===== src/rtl/rand_share_arbiter.sv =====
// Round-robin arbiter sharing one free-running random word generator among
// several consumers. Each grant captures the generator's current value and is
// followed by a fixed idle gap, so no two consumers ever see the same step.
module rand_share_arbiter #(
  parameter int unsigned NREQ = 4,
  parameter int unsigned W    = 4,
  parameter int unsigned GAP  = 3
) (
  input  logic            clk,
  input  logic            rst_n,
  input  logic            en,
  input  logic [W-1:0]    rnd_in,
  input  logic [NREQ-1:0] req,
  output logic [NREQ-1:0] gnt,
  output logic [W-1:0]    rnd_out,
  output logic            busy
);

  localparam int unsigned PtrW = (NREQ > 1) ? $clog2(NREQ) : 1;
  localparam int unsigned GapW = (GAP > 0) ? $clog2(GAP + 1) : 1;

  logic [PtrW-1:0] ptr_q, ptr_d;
  logic [GapW-1:0] gap_cnt_q, gap_cnt_d;
  logic [NREQ-1:0] gnt_q, gnt_d;
  logic [W-1:0]    rnd_q, rnd_d;

  logic [NREQ-1:0] masked_req;
  logic            found;
  logic [PtrW-1:0] sel;
  logic [PtrW-1:0] idx;
  logic            eligible;

  // Rotating priority scan starting at ptr. The grant currently shown is
  // masked so a held request cannot win two cycles in a row when GAP is 0.
  always_comb begin
    masked_req = req & ~gnt_q;
    found      = 1'b0;
    sel        = '0;
    idx        = '0;
    for (int unsigned i = 0; i < NREQ; i++) begin
      idx = PtrW'((32'(ptr_q) + i) % NREQ);
      if (!found && masked_req[idx]) begin
        found = 1'b1;
        sel   = idx;
      end
    end
  end

  assign eligible = en && (gap_cnt_q == '0) && found;

  // Next-state: grant pulse, captured word, pointer advance and gap countdown.
  always_comb begin
    gnt_d     = '0;
    rnd_d     = rnd_q;
    ptr_d     = ptr_q;
    gap_cnt_d = gap_cnt_q;
    if (eligible) begin
      gnt_d     = NREQ'(1) << sel;
      rnd_d     = rnd_in;
      ptr_d     = (32'(sel) == NREQ - 1) ? '0 : sel + 1'b1;
      gap_cnt_d = GapW'(GAP);
    end else if (en && (gap_cnt_q != '0)) begin
      // Counter freezes while en is low.
      gap_cnt_d = gap_cnt_q - 1'b1;
    end
  end

  // State registers with asynchronous active-low reset.
  always_ff @(posedge clk or negedge rst_n) begin
    if (!rst_n) begin
      gnt_q     <= '0;
      rnd_q     <= '0;
      ptr_q     <= '0;
      gap_cnt_q <= '0;
    end else begin
      gnt_q     <= gnt_d;
      rnd_q     <= rnd_d;
      ptr_q     <= ptr_d;
      gap_cnt_q <= gap_cnt_d;
    end
  end

  assign gnt     = gnt_q;
  assign rnd_out = rnd_q;
  assign busy    = (gap_cnt_q != '0);

endmodule


===== config.mk =====
export PLATFORM = sky130hd
export DESIGN_NAME = rand_share_arbiter
export DESIGN_NICKNAME = d
export VERILOG_FILES = /design/src/rtl/rand_share_arbiter.sv
export SDC_FILE = /design/constraint.sdc
export NUM_CORES = 1
export LEC_CHECK = 0
export BUFFER_PORTS_ARGS = -buffer_cell sky130_fd_sc_hd__buf_4
export CAP_MARGIN = 20
export CORE_UTILIZATION = 40
export CTS_BUF_LIST = sky130_fd_sc_hd__clkbuf_4
export DETAILED_ROUTE_END_ITERATION = 16
export PLACE_DENSITY = 0.7
export SYNTH_ARGS = -nofsm -noshare
export SYNTH_HDL_FRONTEND = slang
export SYNTH_SLANG_ARGS = --single-unit

===== constraint.sdc =====
create_clock -name clk -period 3.5 [get_ports clk]
set_input_delay 0.525 -clock clk [delete_from_list [all_inputs] [get_ports clk]]
set_output_delay 0.525 -clock clk [all_outputs]
set_load 0.01 [all_outputs]

==> results.md, run 1 <==
- Status: finished, violations left
- Failing checks: design-rule violations
- TritonCTS clock tree: yes
- Fillers: 148
- GPL Wtd Cong: 0.7506
- Register area share after synthesis: 0.4293
- Antenna violations before repair: 0
- Setup Fix Bufs, Post-CTS: 0
- Vias in the first global route: 444
- Core Box Area: 1577 um^2
- CP peak stage delay: 0.44 ns
- Yosys warns: 0
- Clock tree buffer depth: 2
- Via/cell ratio: 5.062
- Highest clock rate: 0.5418 GHz
- Clock skew: 0.0005354 ns
- Number of hold buffers added after CTS: 0
- Post-synthesis cell area: 699.4 um^2
- Critical Path Stages: 6
- Post-synth top area share: 0.4293
- Total track usage: 0.1410
- Root Buffer: clkbuf_4
- Crit path required time: 3.65 ns
- Hold Vio Cnt, Final: 0
- Post-cts sizing count: 0
- CP Max Fanout: 5
- Antenna-violating nets left: 0
- Max_slew headroom: 0.7495
- Max_cap viols: 0
- Min cycle time layout: 1.846 ns
- Crit path kind: reg -> reg
- Die X: 43.82 um
- Crit-path slowest cell: dfrtp_1
- Fraction of the cycle the final worst path needs: 0.5273
- Clock latency on the worst-skew pair: 0.26 ns
- Die footprint: 1920 um^2
- Wire length per cell: 11.72 um
- Hpwl dp: 940.9 um
- Layout cells sized above 1: 0.4691
- Yosys top cell by area: dfrtp_1
- CTS Buf Count: 3
- Reg2reg setup slack: 1.65 ns
- # diodes: 0
- Setup TNS: 0 ns
- Remaining DRCs: 1
- Largest net degree at the start of global routing: 13
- Syn Area/Cell: 12.06 um^2
- Clk sink count: 12
- Final WL: 1137 um
- Number of flops mapped to enable cells by yosys: 0
- RR Startpoint: ptr_q[0]
- Nets: 98
- IO Pins: 20
- I/O Buffers: 19
- P&R area growth vs syn: 27.01%
- Final setup fails: 0
- Synth top cells by count: 12 x dfrtp_1, 5 x ha_1, 5 x mux2_4, 5 x nor2_1
- Drt pass-1 iters: 10
- R2R Path End: ptr_q[1]
- VDD IR max: 0.3776 mV
- Reg clk slew, reported paths: 0.07 ns
- Async S/R FF share, synth: 1.000
- PD cells: 683.7 nW/um^2
- Cell Chain, Critical Path: nor3b_1 > a211oi_2 > a21oi_1 > nor2_1 > ha_1 > mux2_4
- Synth Flop Type: dfrtp_1
- Static Leak: 0.4541 nW
- Place WS: 1.489 ns
- Setup WS post-layout: 1.654 ns
- Fin. max-slew vios: 0
- Syn Nets: 74
- Largest delay share family, worst path: simple AND/OR/NAND/NOR gates
- R2R cell count: 6
- Hold Crit Class: in -> async
- # rows: 14
- CP startpoint kind: flip-flop
- Worst setup EP type: flip-flop
- Post-Syn Instances: 58
- Ranking of synthesized cells by area: dfrtp_1 43%, mux2_4 11%, ha_1 8.9%
- Worst EP arrival: 2.00 ns
- H-tree levels: 1
- Synth Register Bits: 12
- Crit path buf inv count: 0
- Vias: 491
- Die Ht: 43.82 um
- Yosys cell types: 24
- 1st-iter DRT viols: 8
- Slew at the pin closest to its max-slew limit: 0.3732 ns
- Initial Util: 0.4437
- RSZ-0062 raised after global routing: false
- First-pass GRT wire length: 1883 um
- Total gr overflow: 0
- Count leader, synth: dfrtp_1
## worst max-delay path by stage
| stage | from | to |
|---|---|---|
| 3_5_place_dp | req[0] | ptr_q[1] |
| 6_report | ptr_q[0] | ptr_q[1] |
| 2_1_floorplan | req[0] | ptr_q[1] |
| 4_1_cts | ptr_q[0] | ptr_q[1] |
| 5_1_grt | ptr_q[0] | ptr_q[1] |
| 3_3_place_gp | req[0] | ptr_q[1] |
## power by group
part	internal [W]	total (W)	switching, W
Clock	0.0000411	0.0000842	0.0000431
Combinational	0.000164	0.000293	0.000130
Sequential	0.000192	0.000230	0.0000382
## logic make-up after synthesis
| family | after synthesis | synth area share |
|---|---|---|
| AO/OA/AOI/OAI | 9 | 0.1056 |
| multiplexers | 6 | 0.1216 |
| AND/OR/NAND/NOR | 22 | 0.2326 |
| flip-flops | 12 | 0.4293 |
| buffers and inverters | 4 | 0.02146 |
| adder cells (fa/ha/maj) | 5 | 0.08945 |
## flip-flops by register name (all words and copies together) (netlist names)
| register | count |
|---|---|
| rnd_out | 4 |
| ptr_q | 2 |
| gap_cnt_q | 2 |
| gnt | 4 |
## through the flow
step / instance area, um^2 / hold WS, ns / instances / power (W) / utilization
final: 888.4 / 0.08401 / 97 / 0.0006074 / 0.5635
after global routing: 888.4 / 0.06433 / 97 / 0.0006619 / 0.5635
after detailed placement: 862.1 / 0.3714 / 93 / 0.0005301 / 0.5468
after floorplan: 699.4 / 0.2294 / 58 / 0.0004265 / -
after global placement: 862.1 / 0.3711 / 93 / 0.0005183 / 0.5468
after CTS: 888.4 / 0.07457 / 97 / 0.0006185 / 0.5635
## cells in the final DEF (no fill, tap or decap)
cell      instances
buf_4            19
dfrtp_1          12
nor2_1            5
mux2_4            5
ha_1              5
inv_1             4
and2_2            4
nand2_1           3
clkbuf_4          3
nor2b_4           2
nand2b_1          2
a21oi_1           2
nor2b_2           1
and2b_1           1
a22oi_1           1
nor3b_1           1
a211oi_2          1
or2_2             1
a311o_1           1
nor4_4            1
nor2_4            1
a311oi_1          1
o32a_1            1
a21boi_0          1
a21o_1            1
mux2i_1           1
clkinv_1          1
## area by class of cell
class	count	area (um^2)	area share
Clock buffer	3	22.52	0.02535
Clock inverter	1	3.754	0.004225
Inverter	4	15.01	0.01690
Multi-Input combinational cell	42	384.1	0.4324
Sequential cell	12	300.3	0.3380
Tap cell	16	20.02	0.02254
Timing Repair Buffer	19	142.6	0.1606
## worst reg2reg max path, delay by kind of cell, from the launching register on
family	cells	cell delay, ns
AO/OA/AOI/OAI	2	0.32
flip-flops	1	0.44
multiplexers	1	0.25
adder cells (fa/ha/maj)	1	0.29
AND/OR/NAND/NOR	2	0.44
## metal layers
layer	vias up	global-route usage	part of all wire
met5	-	0	0
met4	0	0.07500	0
met3	0	0.04167	0.070
met2	19	0.2179	0.48
met1	222	0.1768	0.45
li1	250	-	-
Note: power is estimated with default switching activity, not from simulation.
==> run 2, diff against run 1 <==
==> constraint.sdc (replaced) <==
create_clock -name clk -period 1.7 [get_ports clk]
set_input_delay 0.255 -clock clk [delete_from_list [all_inputs] [get_ports clk]]
set_output_delay 0.255 -clock clk [all_outputs]
set_load 0.01 [all_outputs]
==> run 2 against run 1 <==
The run still ends with design-rule violations left; utilization rose by 7.1 points; sequential power increased by 100%; count of clock-buffer cells in the layout is the same; combinational power rose to 2.6 times the previous value; fmax up 11%; die area unchanged; register-to-register slack got worse by 1.6 ns; worst hold slack improved by 0.12 ns; routed wire length is 17% higher; largest cell class unchanged; largest power group unchanged.
==> results.md, run 2 (same netlist as run 1, synthesis figures left out) <==
- Remaining DRCs: 1 (unchanged)
- Max_cap viols: 0 (unchanged)
- Fillers: 135 (-8.8%)
- RR Startpoint: gnt[0]
- IO Pins: 20 (unchanged)
- P&R area growth vs syn: 42.93%
- Fraction of the cycle the final worst path needs: 0.9791 (+0.4518)
- Highest clock rate: 0.6008 GHz (+11%)
- Core Box Area: 1577 um^2 (unchanged)
- Wire length per cell: 12.50 um (+6.6%)
- Vias in the first global route: 553 (+25%)
- Worst EP arrival: 1.83 ns (-0.17 ns)
- Crit path required time: 1.86 ns (-1.79 ns)
- Reg2reg setup slack: 0.04 ns (-1.62 ns)
- Final WL: 1325 um (+17%)
- # diodes: 0 (unchanged)
- GPL Wtd Cong: 0.8142 (+8.5%)
- R2R cell count: 6 (unchanged)
- CTS Buf Count: 3 (unchanged)
- Antenna-violating nets left: 0 (unchanged)
- Met2 GRT Util: 0.2776 (+0.05970)
- NetSw: 0.0004924 W (+130%)
- CP Max Fanout: 3 (-2)
- M1 GR Usage: 0.1842 (+0.007430)
- 1st-iter DRT viols: 5 (-3)
- Internal power: 0.0009122 W (+130%)
- Final setup fails: 0 (unchanged)
- Clk pwr share: 0.130 (-0.009)
- Most common library cell in the layout ignoring fill and taps: buf_4
- Total track usage: 0.1661 (+0.02509)
- GR Layer Usage met3: 0.04167 (unchanged)
- Total gr overflow: 0 (unchanged)
- Status: finished, violations left
- Setup TNS: 0 ns (unchanged)
- Worst setup path start: gnt[0]
- Static Leak: 0.5048 nW (+11%)
- Clk sink count: 12 (unchanged)
- Placed inst area: 900.9 um^2 (+4.5%)
- Antenna violations before repair: 0 (unchanged)
- Root Buffer: clkbuf_4
- CP Capture Point: ptr_q[1]
- Largest net degree at the start of global routing: 13 (unchanged)
- Hold Crit Class: in -> reg
- Setup WS post-layout: 0.03545 ns (-1.619 ns)
- I/O Buffers: 19 (unchanged)
- Failing checks: design-rule violations
- Min cycle time layout: 1.665 ns (-0.1810 ns)
- # rows: 14 (unchanged)
- Reg clk slew, reported paths: 0.08 ns (about the same)
- Reg power frac: 0.328 (-0.050)
- Initial Util: 0.4437 (unchanged)
- Final hold slack: 0.2012 ns (+0.1172 ns)
- PD cells: 1405 nW/um^2 (+110%)
- Die Ht: 43.82 um (unchanged)
- Slew at the pin closest to its max-slew limit: 0.3055 ns (-0.06771 ns)
- Crit path kind: reg -> reg
- RSZ-0062 raised after global routing: true
- Clock skew: 0.004674 ns (+0.004138 ns)
- Die footprint: 1920 um^2 (unchanged)
- Drt pass-1 iters: 10 (unchanged)
- Design Area, Final: 999.7 um^2 (+13%)
- Switching share of total power: 0.3506 (+0.003231)
- H-tree levels: 1 (unchanged)
- Hold Vio Cnt, Final: 0 (unchanged)
- Final core utilization: 0.6341 (+0.07064)
- Die X: 43.82 um (unchanged)
- Clock tree buffer depth: 2 (unchanged)
- Layout cells sized above 1: 0.6000 (+0.1309)
- Comb power frac: 0.542 (+0.059)
- Via/cell ratio: 4.972 (-1.8%)
- Vias: 527 (+7.3%)
- Worst setup EP type: flip-flop
- VDD IR max: 0.6898 mV (+83%)
- Hpwl dp: 1020 um (+8.4%)
- Max_slew headroom: 0.7945 (+0.04500)
- Place WS: -0.08620 ns (-1.575 ns)
- Grt peak-use layer: met2
- TritonCTS clock tree: yes
- Fin. max-slew vios: 0 (unchanged)
- CP startpoint kind: flip-flop
- Most frequent cells in the layout: 27 x buf_4, 12 x dfrtp_1, 5 x mux2_4, 5 x ha_1
- Nets: 107 (+9.2%)
- First-pass GRT wire length: 2221 um (+18%)
- Clock latency on the worst-skew pair: 0.28 ns (+0.02 ns)
- R2R Path End: ptr_q[1]
run 2: final cells by class:
class / instances / area, um^2 / area share
timing repair buffer: 28 / 212.7 / 0.2128
sequential: 12 / 300.3 / 0.3004
multi-input combinational: 42 / 425.4 / 0.4255
tap: 16 / 20.02 / 0.02003
clock inverter: 1 / 3.754 / 0.003755
inverter: 4 / 15.01 / 0.01502
clock buffer: 3 / 22.52 / 0.02253
run 2: worst min-delay path by stage:
stage | start | end | depth (start not counted)
after global placement | rst_n | gap_cnt_q[1] | 1
after detailed placement | rst_n | gap_cnt_q[1] | 1
after global routing | rnd_in[2] | rnd_out[2] | 2
after floorplan | rst_n | gap_cnt_q[0] | 0
after CTS | rnd_in[0] | rnd_out[0] | 2
final | rnd_in[3] | rnd_out[3] | 2
run 2: per-layer routing:
metal  vias up  share of wire
li1        264              -
met1       238           0.44
met2        20           0.47
met3         5          0.054
met4         0          0.029
met5         -              0
run 2: worst max-delay path, stage by stage, from the launching register on:
cell	delay, ns
dfrtp_1	0.42
nor3b_2	0.26
nor2_1	0.07
nor2_1	0.15
a311oi_2	0.08
ha_1	0.30
mux2_4	0.26
run 2: metrics by stage:
step / total power [W] / cells
detailed placement: 0.001156 / 98
finish: 0.001405 / 106
global placement: 0.001127 / 98
CTS: 0.001409 / 104
global route: 0.001515 / 106
floorplan: 0.0008787 / 58
run 2: power by group through the flow:
stage	Clock, W	Combinational (W)	Sequential, W
3_3_place_gp	0	0.000670	0.000457
4_1_cts	0.000190	0.000758	0.000460
5_1_grt	0.000201	0.000842	0.000471
2_1_floorplan	0	0.000387	0.000492
3_5_place_dp	0	0.000697	0.000459
6_report	0.000182	0.000761	0.000461
run 2: timing repair:
action,in CTS,in global routing
resized for setup,6,2
buffers inserted,1,2
pin swaps,1,6
hold buffers,1,0
endpoints found under the setup margin,1,3
hold endpoints to repair,12,0
==> run 3, diff against run 2 <==
--- a/config.mk
+++ b/config.mk
@@ -5,7 +5,7 @@
 export SDC_FILE = /design/constraint.sdc
 export NUM_CORES = 1
 export LEC_CHECK = 0
-export BUFFER_PORTS_ARGS = -buffer_cell sky130_fd_sc_hd__buf_4
+export BUFFER_PORTS_ARGS = -buffer_cell sky130_fd_sc_hd__buf_2
 export CAP_MARGIN = 20
 export CORE_UTILIZATION = 40
 export CTS_BUF_LIST = sky130_fd_sc_hd__clkbuf_4
==> run 3 against run 2 <==
The run now ends clean; sequential cell count did not move; routed wire length shrank 7.7%; via count shrank 1.3%.
==> results.md, run 3 (same netlist as run 1, synthesis figures left out) <==
- Status: finished clean
- Worst EP arrival: 1.84 ns (about the same)
- Total track usage: 0.1468 (-0.01926)
- Hold Startpoint: rnd_in[2]
- I/O Buffers: 19 (unchanged)
- Remaining DRCs: 0 (-1)
- Crit path kind: reg -> reg
- TritonCTS clock tree: yes
- Hpwl dp: 954.9 um (-6.4%)
- CP startpoint kind: flip-flop
- Most common library cell in the layout ignoring fill and taps: buf_2
- Die Ht: 43.82 um (unchanged)
- # rows: 14 (unchanged)
- RSZ-0062 raised after global routing: true
- Fillers: 151 (+12%)
- Min cycle time layout: 1.677 ns (+0.01270 ns)
- 1st-iter DRT viols: 9 (+4)
- Clock tree buffer depth: 2 (unchanged)
- Clk sink count: 12 (unchanged)
- P&R area growth vs syn: 32.38%
- Vias: 520 (-1.3%)
- Clock latency on the worst-skew pair: 0.27 ns (about the same)
- Most frequent cells in the layout: 19 x buf_2, 12 x dfrtp_1
- Reg2reg setup slack: 0.02 ns (about the same)
- Core Box Area: 1577 um^2 (unchanged)
- Hold path cells: 2 (unchanged)
- First-pass GRT wire length: 1952 um (-12%)
- Nets: 104 (-2.8%)
- Max_slew headroom: 0.7978 (+0.003237)
- R2R cell count: 6 (unchanged)
- Hold Crit Class: in -> reg
- Largest net degree at the start of global routing: 13 (unchanged)
- Total gr overflow: 0 (unchanged)
- Design Area, Final: 925.9 um^2 (-7.4%)
- H-tree levels: 1 (unchanged)
- # diodes: 0 (unchanged)
- Final core utilization: 0.5873 (-0.04683)
- Die footprint: 1920 um^2 (unchanged)
- Reg clk slew, reported paths: 0.07 ns (about the same)
- Via/cell ratio: 5.098 (+2.5%)
- Layout cells sized above 1: 0.5814 (-0.01860)
- IO Pins: 20 (unchanged)
- Antenna violations before repair: 0 (unchanged)
- Fin. max-slew vios: 0 (unchanged)
- Crit-path slowest cell: dfrtp_1
- Final setup fails: 0 (unchanged)
- Highest clock rate: 0.5962 GHz (-0.76%)
- GPL Wtd Cong: 0.7816 (-4.0%)
- Final WL: 1223 um (-7.7%)
- Die X: 43.82 um (unchanged)
- RR Startpoint: gnt[1]
- Crit path buf inv count: 0 (unchanged)
- Largest delay share family, worst path: simple AND/OR/NAND/NOR gates
- Root Buffer: clkbuf_4
- CTS Buf Count: 3 (unchanged)
- Clock skew: 0.001701 ns (-0.002973 ns)
- Wire length per cell: 11.99 um (-4.1%)
- Static Leak: 0.4789 nW (-5.1%)
- Hold path endpoint: rnd_out[2]
- Worst setup EP type: flip-flop
- Initial Util: 0.4437 (unchanged)
- Drt pass-1 iters: 7 (-3)
- CP peak stage delay: 0.42 ns (about the same)
- Vias in the first global route: 520 (-6.0%)
- Antenna-violating nets left: 0 (unchanged)
- Cell Chain, Critical Path: nand2b_4 > a211oi_2 > a21oi_2 > or2_2 > ha_1 > and2_2
- PD cells: 1406 nW/um^2 (about the same)
- Fraction of the cycle the final worst path needs: 0.9866 (+0.007469)
- VDD IR max: 0.7479 mV (+8.4%)
- R2R Path End: gnt[2]
- Crit path required time: 1.86 ns (about the same)
- Hold Vio Cnt, Final: 0 (unchanged)
- Slew at the pin closest to its max-slew limit: 0.3011 ns (-0.004376 ns)
- Max_cap viols: 0 (unchanged)
- CP Max Fanout: 3 (unchanged)
- Placed inst area: 845.8 um^2 (-6.1%)
==> run 3: layout make-up <==
cell class / instances / area, um^2 / area share
sequential: 12 / 300.3 / 0.3243
multi-input combinational: 42 / 425.4 / 0.4595
inverter: 4 / 15.01 / 0.01622
clock buffer: 3 / 22.52 / 0.02432
tap: 16 / 20.02 / 0.02162
timing repair buffer: 25 / 142.6 / 0.1541
==> run 3: through the flow <==
step / setup slack (ns) / hold slack, ns / instances / total power (W) / TNS [ns]
CTS: 0.01823 / 0.1993 / 101 / 0.001299 / 0
detailed placement: -0.04837 / 0.1461 / 97 / 0.001096 / -0.04837
global route: -0.05219 / 0.1974 / 102 / 0.001417 / -0.1493
global placement: -0.02916 / 0.1403 / 97 / 0.001077 / -0.02916
floorplan: 0.02472 / -0.04059 / 58 / 0.0008787 / 0
finish: 0.02275 / 0.2098 / 102 / 0.001302 / 0
==> run 3: what timing repair did <==
action	4_1_cts	5_1_grt
endpoints found under the setup margin	1	3
pin swaps	0	3
hold endpoints to repair	12	0
gates resized for setup	4	3
setup buffers	0	1
hold buffers	1	0
==> run 3: report_power, final <==
group	switching (W)	internal [W]	leakage, nW
Sequential	0.0000726	0.000395	0.149
Combinational	0.000304	0.000362	0.316
Clock	0.0000862	0.0000821	0.0138
Total	0.000463	0.000839	0.479
==> run 3: how the worst max path moves through the flow <==
stage,to,cells past startpoint,from,slack [ns]
2_1_floorplan,ptr_q[1],5,gnt[2],0.02
3_3_place_gp,ptr_q[1],7,req[0],-0.03
3_5_place_dp,ptr_q[1],6,gnt[0],-0.05
4_1_cts,ptr_q[1],6,gnt[0],0.02
5_1_grt,ptr_q[1],6,gnt[1],-0.05
6_report,gnt[2],6,gnt[1],0.02
==> run 3: metal layers <==
metal | GRT usage | part of all wire | vias to the layer above | routed length (um)
met4 | 0.1125 | 0.038 | 0 | 47
li1 | - | - | 256 | -
met3 | 0.03750 | 0.061 | 7 | 74
met1 | 0.1654 | 0.41 | 235 | 501
met5 | 0 | 0 | - | 0
met2 | 0.2358 | 0.49 | 22 | 600
